`src/rtl/drm_metering_event_gen.sv`:
```
// Metering event generator: converts per-cycle usage counts into one pulse per
// UNIT units, with a minimum low gap between pulses, a saturating backlog
// counter and a sticky overflow flag for units lost to saturation.
module drm_metering_event_gen #(
    parameter int COUNT_W = 8,
    parameter int UNIT    = 1000,
    parameter int PEND_W  = 16,
    parameter int GAP     = 4
) (
    input  logic                     drm_aclk,
    input  logic                     drm_arstn,
    input  logic                     enable,
    input  logic                     usage_valid,
    input  logic [COUNT_W-1:0]       usage_count,
    input  logic                     clear_overflow,
    output logic                     metering_event,
    output logic [PEND_W-1:0]        pending_count,
    output logic [$clog2(UNIT)-1:0]  residue,
    output logic                     overflow
);

    localparam int RES_W = $clog2(UNIT);
    localparam int GAP_W = $clog2(GAP + 1);
    localparam logic [RES_W:0]   UNIT_W = (RES_W + 1)'(UNIT);
    localparam logic [GAP_W-1:0] GAP_C  = GAP_W'(GAP);

    typedef enum logic [1:0] {
        S_IDLE  = 2'd0,
        S_PULSE = 2'd1,
        S_GAP   = 2'd2
    } state_t;

    state_t              state_q, state_d;
    logic [GAP_W-1:0]    gap_q, gap_d;
    logic                evt_q, evt_d;
    logic [RES_W-1:0]    residue_q, residue_d;
    logic [PEND_W-1:0]   pend_q, pend_d;
    logic                ovf_q, ovf_d;

    logic [RES_W:0]      add_w;
    logic [RES_W:0]      sum;
    logic [RES_W:0]      diff;
    logic                inc;
    logic                dec;
    logic                lost;

    // Accumulator: one sum a bit wider than residue; UNIT >= 2^COUNT_W means
    // at most one boundary crossing per cycle, so a single subtract suffices.
    always_comb begin
        add_w     = '0;
        if (enable && usage_valid)
            add_w = {{(RES_W + 1 - COUNT_W){1'b0}}, usage_count};
        sum       = {1'b0, residue_q} + add_w;
        diff      = sum - UNIT_W;
        inc       = 1'b0;
        residue_d = sum[RES_W-1:0];
        if (sum >= UNIT_W) begin
            inc       = 1'b1;
            residue_d = diff[RES_W-1:0];
        end
    end

    // Emitter FSM: a pulse is launched from IDLE whenever backlog exists; the
    // gap counter leaves GAP one cycle early so the next rising edge lands
    // exactly 1+GAP cycles after the previous one.
    always_comb begin
        state_d = state_q;
        gap_d   = gap_q;
        evt_d   = 1'b0;
        dec     = 1'b0;
        case (state_q)
            S_IDLE: begin
                if (pend_q != '0) begin
                    state_d = S_PULSE;
                    evt_d   = 1'b1;
                    dec     = 1'b1;
                end
            end
            S_PULSE: begin
                gap_d   = GAP_C;
                state_d = (GAP > 1) ? S_GAP : S_IDLE;
            end
            S_GAP: begin
                gap_d = gap_q - 1'b1;
                if ({1'b0, gap_q} <= (GAP_W + 1)'(2))
                    state_d = S_IDLE;
            end
            default: begin
                state_d = S_IDLE;
            end
        endcase
    end

    // Backlog counter with saturation; a unit arriving at full scale is lost.
    always_comb begin
        pend_d = pend_q;
        lost   = 1'b0;
        case ({inc, dec})
            2'b10: begin
                if (&pend_q) lost   = 1'b1;
                else         pend_d = pend_q + 1'b1;
            end
            2'b01:   pend_d = pend_q - 1'b1;
            default: pend_d = pend_q;
        endcase
    end

    // Sticky overflow: a new loss takes priority over a same-cycle clear.
    always_comb begin
        ovf_d = ovf_q;
        if (lost)                ovf_d = 1'b1;
        else if (clear_overflow) ovf_d = 1'b0;
    end

    // State registers, all cleared asynchronously.
    always_ff @(posedge drm_aclk or negedge drm_arstn) begin
        if (!drm_arstn) begin
            state_q   <= S_IDLE;
            gap_q     <= '0;
            evt_q     <= 1'b0;
            residue_q <= '0;
            pend_q    <= '0;
            ovf_q     <= 1'b0;
        end else begin
            state_q   <= state_d;
            gap_q     <= gap_d;
            evt_q     <= evt_d;
            residue_q <= residue_d;
            pend_q    <= pend_d;
            ovf_q     <= ovf_d;
        end
    end

    assign metering_event = evt_q;
    assign pending_count  = pend_q;
    assign residue        = residue_q;
    assign overflow       = ovf_q;

endmodule
```
`config.mk`:
```
export PLATFORM = sky130hd
export DESIGN_NAME = drm_metering_event_gen
export DESIGN_NICKNAME = d
export VERILOG_FILES = /design/src/rtl/drm_metering_event_gen.sv
export SDC_FILE = /design/constraint.sdc
export NUM_CORES = 1
export LEC_CHECK = 0
export ABC_AREA = 1
export ABC_CLOCK_PERIOD_IN_PS = 8600
export CORE_UTILIZATION = 50
export DETAILED_ROUTE_END_ITERATION = 10
export GPL_ROUTABILITY_DRIVEN = 0
export PLACE_DENSITY = 0.83
export SLEW_MARGIN = 20
export SYNTH_ARGS = -nofsm -noshare
export SYNTH_HDL_FRONTEND = slang
export SYNTH_SLANG_ARGS = --single-unit
```
`constraint.sdc`:
```
create_clock -name drm_aclk -period 8.6 [get_ports drm_aclk]
set_clock_uncertainty 0.1 [all_clocks]
set_input_delay 2.15 -clock drm_aclk [delete_from_list [all_inputs] [get_ports drm_aclk]]
set_output_delay 2.15 -clock drm_aclk [all_outputs]
set_load 0.01 [all_outputs]
```
==> summary by stage, run 1 <==
Power and ir drop
The clock network fraction of total power is between 10% and 20%. For this design the total switching power over the nets is between 0.7 and 0.8 mW. The power density relative to cell area is 461.2 nW/um^2. The share of power burned in registers is 20.5%.

Of the total power, combinational logic draws 69.5%. The fraction of power spent switching nets is between 40 and 50%. In this run the static leakage power is 1.690 nW.

The maximum ir drop on the vdd rail is 0.2560 mV. The internal power is 0.7789 mW.

STA
The final period utilization is 78.70%. The actual slew at the worst max-slew pin is 0.5605 ns. The sum of negative setup slack is 0 ns. Setup repair after global routing left no endpoint under its margin. After layout, the minimum clock period comes to 6.768 ns. The final max-slew violation count was 0.

Setup violations remaining at the end of the flow were counted as 0. The worst-case headroom to the max-slew limit is 62.50%. The number of hold violations in the final report is 0. Derived from the worst setup path, the maximum achievable clock frequency is about 0.15 GHz.

Critical path
The number of buffers and inverters on the critical path is 2. Data on the critical path arrives at its endpoint at 6.88 ns. Along the worst path, the maximum fanout reaches 15.

The cell with the largest stage delay on the worst path is fa_1. The number of cells on the worst reg-to-reg path is 21. The required time at the worst-slack endpoint is about 8.7 ns. The element type at the critical path start is a primary input. STA classifies the critical path endpoint as a flip-flop. The critical path goes through clkdlybuf4s50_1 -> nand2_1 -> nor2_1 -> ha_1 -> fa_1 -> or2_2 -> nor2_1 -> nand3_1 -> nor2_1 -> nand2_1 -> nor2_1 -> nand3_2 -> nand4_1 -> inv_1 -> ha_1 -> nand3_1 -> nand2_1 -> a21oi_1 -> o21ai_0 -> a21oi_1 -> o21bai_1 -> xor2_1 -> nand2_1 -> o21ai_1.

The reg-to-reg startpoint is residue[0]. The path length in cells of the critical path is 24. For this run, the slowest stage of the critical path takes 0.46 ns. The family with the most delay on the worst path is simple AND/OR/NAND/NOR gates.

The critical setup path kind is primary input to flip-flop. The most critical setup path has its startpoint at enable.

CTS
The later-pin clock latency in the skew report is 0.30 ns. The CTS root buffer is clkbuf_8. The H-tree was split into 2 levels. The maximum buffer depth of the clock tree is 2.

The post-cts repair resize count is 0. Clock tree synthesis found a total of 33 sinks. The TritonCTS clock tree is built. Clock-pin slew was measured on the worst setup and hold paths at 0.07 ns. The cts-stage hold buffer count is 0.

The number of buffers added for setup after CTS is 0. The number of buffers added by the clock tree synthesis step is 5.

Synth
The compound-cell area share of the yosys netlist is 11.05%. For this run, the leading register cell type out of synthesis is dfrtp_1. Of all cell types, the one taking the most synthesized area is dfrtp_1. The average footprint of a synthesized cell is 7.389 sq um. In this run, synthesis inferred 0 flip-flops with an integrated enable.

Synthesis handed over a netlist of between 300 and 400 instances. The post-synth net total is 415. The proportion of synthesized flip-flops having asynchronous set or reset is 100.0%.

The number of different library cells used by synthesis comes to 32. The count of synthesis-stage warnings from yosys is 0. The share of synthesized cell area in and, or, nand and nor gates is 27.20%. The portion of the post-synthesis area used by sequential elements is 30.12%. The share of synthesized area spent on multiplexers is 0%. Sorting the synthesized cells by area gives the leading types as dfrtp_1 30%, ha_1 13%, nand2_1 13%.

The mapped cell area is between 2000 and 3000 sq um. After synthesis, the largest family of logic cells by area is simple AND/OR/NAND/NOR gates. The area share of xor/xnor cells in the synthesized design is 6.937%. The area share of the leading cell type in the synthesized netlist is between 30% and 40%.

The arithmetic-cell share of the synthesized area counting full adders, half adders and majority gates is 14.70%. After synthesis the netlist holds a flip-flop and latch count of 33.

Cells and area
The number of fill cells in the layout is ~450. The area taken by flip-flops and latches is 825.8 sq um. From synthesis to final layout, the design area changed by 21.09%. The finished layout holds 487 standard cells, fillers aside.

At the end of the flow, the number of nets in the layout was 460. The layout cell share with drive strength beyond 1 is 7.194%. The area of the multi-input gates is 1642 sq um. The diode insertion count for antenna repair is 0.

Detailed routing
The number of nets with antenna violations after routing is 0. Across all layers, the routed design uses ~2.6k vias. After the first detailed-routing iteration, the DRC count stood at between 80 and 90. For this run, design rule violations remaining after detail routing come to 0. Before antenna repair, the detailed router went through 4 iterations. The total wirelength of the detailed-routed design is 6120 microns. The detailed-route vias per instance is between 5 and 6. The average wire length per cell after detail routing is 12.57 microns.

Global routing
The initial antenna violation count is 0. The via count of the first global-routing pass was roughly 2.6k. The overall routing resource usage is 23.13%. The largest net degree at the start of global routing is 34.

Global routing finished with a remaining overflow of 0. The first global-routing pass estimated ~11000 microns of wire.

Min path
In this run the most critical hold path is launched from gap_q[0]. The number of cells traversed by the worst hold path is 1. The class of the worst hold path is flip-flop to flip-flop.

Placed design
Once placement completed, the tool counted placed cells totaling roughly 480. The placed wire-length estimate is 4789 microns. The total of buffers placed on input and output ports is 40.

Die
The floorplan has 26 rows. The die area is ~5800 sq um. The floorplan step defined a core boundary enclosing 5205 sq um. The count of boundary I/O pins is 41. The die is 76.05 microns tall.

The starting density of the core is 52.67%. In this run the horizontal extent of the chip is between 70 and 80 microns.

Status
The flow ran to the end, and the final reports show no timing, DRC or antenna violations.

Run
Max-cap violations in this run came to 0.
Yosys cell counts, types with 2 or more instances:
cell,instances
nor2_1,24
xor2_1,13
ha_1,29
xnor2_1,5
nand3b_1,2
nor4_1,8
nand3_2,3
inv_2,6
fa_1,2
a21o_1,2
o21ai_1,14
o21ai_0,10
nand4_1,7
dfrtp_1,33
nand3_1,17
a21boi_0,2
nor2_2,5
a21oi_1,21
buf_6,3
o22ai_1,3
nand2_2,3
inv_1,58
nand2_1,92
registers in the layout, summed over array words and instances, names as in the netlist:
register	count
pending_count	16
overflow	1
metering_event	1
residue	10
gap_q	3
state_q	2
power by group through the flow:
stage          Sequential, mW  Clock [mW]  Combinational (mW)
2_1_floorplan           0.328           0               0.749
3_3_place_gp            0.313           0                1.01
3_5_place_dp            0.315           0                1.05
4_1_cts                 0.313       0.154                1.07
5_1_grt                 0.325       0.162                1.20
6_report                0.314       0.152                1.06
logic make-up after synthesis:
group | count (synthesis)
XOR/XNOR | 20
flip-flops | 33
AO/OA/AOI/OAI | 56
buffers and inverters | 67
adder cells (fa/ha/maj) | 31
AND/OR/NAND/NOR | 164
final cells by class:
type	instances	area share, %
inverters	64	7.237
clock buffers	7	2.601
repair buffers	41	12.29
multi-input cells	271	49.45
clock inverters	1	0.9046
flip-flops and latches	33	24.88
well taps	70	2.639
path summary, 6_finish.rpt:
path,slack [ns],endpoint
setup / recovery,1.83,pending_count[13]
hold / removal,0.40,gap_q[0]
setup reg to reg,4.03,pending_count[13]
hold reg to reg,0.40,gap_q[0]
max in group asynchronous,5.94,pending_count[14]
min in group asynchronous,2.16,residue[5]
per-layer routing:
metal	global-route usage, %	vias to the layer above	wire [microns]
li1	-	1289	-
met1	25.29	1173	2643
met2	42.09	69	2953
met3	4.192	24	275
met4	12.88	0	247
met5	0	-	0
through the flow:
| step | setup WS [ns] | power, mW | cell area [sq um] | util (%) | hold slack [ns] |
|---|---|---|---|---|---|
| after floorplan | 2.611 | 1.078 | 2741 | - | 0.3572 |
| after global routing | 1.342 | 1.690 | 3319 | 63.77 | 0.4395 |
| after global placement | 1.742 | 1.323 | 3203 | 61.54 | 0.3785 |
| final | 1.832 | 1.531 | 3319 | 63.77 | 0.3979 |
| after CTS | 1.808 | 1.533 | 3319 | 63.77 | 0.4037 |
| after detailed placement | 1.531 | 1.365 | 3203 | 61.54 | 0.3881 |
cell usage in the layout (no fill, tap or decap), types with 8 or more instances in the layout:
cell and n:
nand2_1 92, inv_1 58, clkdlybuf4s50_1 40, dfrtp_1 33
ha_1 29, nor2_1 24, a21oi_1 21, nand3_1 17
o21ai_1 14, xor2_1 13, o21ai_0 10, nor4_1 8
(Power assumes the default switching activity.)
==> inputs of run 2 (changes only) <==
Settings changed: ABC_CLOCK_PERIOD_IN_PS 8600 to 5800, PLACE_DENSITY 0.83 to 0.86.
Clock period 8.6 ns to 5.8 ns, I/O delays scaled along.
==> run 2 against run 1 <==
Routed wire length grew 4.9%; utilization grew 1.8 points; die area is the same; design area grew 2.8%; clock power grew 48%; combinational power grew 58%; largest cell class unchanged; sequential power grew 49%.
==> summary by stage, run 2 (same netlist as run 1, synthesis figures left out) <==
Min path
The class of the worst hold path is flip-flop to flip-flop (unchanged).

Global routing
The initial antenna violation count is 0 (unchanged). The wire length of the first global-routing pass is 10980 microns (was 10790 microns). The overall routing resource usage is 23.26% (was 23.13%). The largest net degree at the start of global routing is 34 (unchanged).

The overflow left after global routing is 0 (unchanged). The via count of the first global-routing pass came to 2538 (was 2620).

Detailed routing
The DRC violation count after routing was 0 (unchanged). The average wire length per cell after detail routing is 12.87 microns (was 12.57 microns). The detailed-route vias per instance is 5.263 (was 5.246).

The total wirelength of the detailed-routed design is 6421 microns (was 6120 microns). The via count is 2626 (was 2555). The number of nets with antenna violations after routing came to 0 (unchanged). The number of iterations in the first detailed-routing pass is 5 (was 4). The DRC marker count from the first detailed-route iteration is 135 (was 81).

Critical path
The critical setup path kind is primary input to flip-flop (unchanged). The worst path arrival time is 5.56 ns (was 6.88 ns). The element type at the critical path start is a primary input (unchanged). The maximum fanout along the worst path is 7 (was 15). The sort of element at the end of the critical path is a flip-flop (unchanged). The required time at the worst-slack endpoint is 5.85 ns (was 8.71 ns).

CTS
The maximum buffer depth of the clock tree is 2 (unchanged). The cts-stage hold buffer count was 0 (unchanged). The TritonCTS clock tree is built (unchanged). The number of clock sinks is 33 (unchanged). The CTS root buffer is clkbuf_8 (unchanged). The number of buffers added by the clock tree synthesis step is 5 (unchanged). The number of levels the H-tree was split into is 2 (unchanged).

The clock-pin slew on the worst setup and hold paths is 0.07 ns (about the same). The later-pin clock latency in the skew report is 0.29 ns (was 0.30 ns).

STA
The number of hold violations in the final report is 0 (unchanged). The sum of negative setup slack was 0 ns (unchanged). The actual slew at the worst max-slew pin is 0.5863 ns (was 0.5605 ns).

The final max-slew violation count is 0 (unchanged). The setup-violating endpoint count in the final report is 0 (unchanged). The final period demand of the worst path is 5.518 ns. The post-route worst hold slack is 0.3929 ns (was 0.3979 ns).

The highest clock rate is 0.1812 GHz. The final critical path takes up 95.13% of the cycle. The worst-case headroom to the max-slew limit is 60.78% (was 62.50%). RSZ-0062 raised after global routing: false (unchanged).

Die
The area of the core is 5205 sq um (unchanged). The count of boundary I/O pins is 41 (unchanged). The placement row count came to 26 (unchanged). The starting density of the core is 52.67% (unchanged). The die width is 76.05 microns (unchanged).

The die area came to 5783 sq um (unchanged). The chip height is 76.05 microns (unchanged).

Placed design
The placed wire-length estimate is 4879 microns (was 4789 microns). The total of buffers placed on input and output ports is 40 (unchanged).

Status
Outcome: completed (unchanged).

Power and ir drop
The power density relative to cell area is 693.4 nW/um^2 (was 461.2 nW/um^2). The standby leakage power is 1.747 nW (was 1.690 nW). The maximum ir drop on the vdd rail was 0.4102 mV (was 0.2560 mV).

Cells and area
The layout cell share with drive strength beyond 1 was 10.02% (was 7.194%). The number of flip-flops in the largest register was 16 (unchanged). Commonest non-fill, non-tap cells in the layout: 92 x nand2_1, 58 x inv_1, 40 x clkdlybuf4s50_1 (unchanged). The layout-stage area growth over the synthesis result is 24.51% (was 21.09%). The most common cell after layout, fill and taps aside is nand2_1 (unchanged). The diode insertion count for antenna repair is 0 (unchanged).

The number of nets in the layout came to 472 (was 460).

Run
The max-cap violation count is 0 (unchanged).
[run 2: final cells by class]
class                   count  area, sq um
fillers                   446         1792
flip-flops and latches     33        825.8
inverters                  64        240.2
multi-input cells         271         1645
well taps                  70        87.58
clock buffers               7        86.33
repair buffers             53        498.0
clock inverters             1        30.03
[run 2: path summary, 6_finish.rpt]
check | depth (start not counted) | to | start | slack (ns)
setup / recovery | 24 | pending_count[12] | usage_valid | 0.28
hold reg to reg | 1 | gap_q[0] | gap_q[0] | 0.39
setup reg to reg | 21 | pending_count[12] | residue[0] | 1.65
max in group asynchronous | 2 | pending_count[12] | drm_arstn | 3.84
min in group asynchronous | 2 | gap_q[2] | drm_arstn | 1.46
hold / removal | 1 | gap_q[0] | gap_q[0] | 0.39
[run 2: per-layer routing]
layer / part of all wire (%) / track usage [%] / vias up
met1: 44 / 28.68 / 1214
met5: 0 / 0 / -
met4: 1.9 / 8.462 / 0
li1: - / - / 1312
met2: 49 / 41.64 / 87
met3: 4.7 / 2.874 / 13
[run 2: worst max-delay path, cell delays in order]
cell and delay, ns:
clkdlybuf4s50_1 0.46, nand2_1 0.07, nor2_1 0.10, ha_1 0.19, fa_1 0.45, or2_2 0.31
nor2_1 0.10, nand3_1 0.08, nor2_1 0.13, nand2_1 0.10, nor2_1 0.12, nand3_2 0.09
nand4_1 0.11, inv_1 0.14, fa_1 0.44, nand3_1 0.12, nand2_1 0.11, a21oi_1 0.19
o21ai_0 0.14, a21boi_1 0.21, o21ai_0 0.14, xor2_1 0.16, nand2_1 0.06, o21ai_1 0.08
[run 2: stage by stage]
step,worst slack (ns),utilization [%],cell area [sq um],std cells,total power [mW]
floorplan,0.5109,-,2741,371,1.598
global placement,0.2086,63.27,3293,491,2.040
detailed placement,0.01009,63.27,3293,491,2.101
CTS,0.2402,65.50,3410,499,2.349
global route,0.001303,65.58,3413,499,2.585
finish,0.2825,65.58,3413,499,2.367
[run 2: power breakdown]
group          switching (mW)  total (mW)  internal, mW  leakage [nW]
logic                   0.943        1.67         0.730          1.29
clock network          0.0846       0.225         0.140        0.0585
registers               0.118       0.469         0.351         0.401
total                    1.15        2.37          1.22          1.75
[run 2: timing repair]
action                     CTS  global route
buffers inserted             0             0
setup endpoints to repair    0             3
resized for setup            0             2
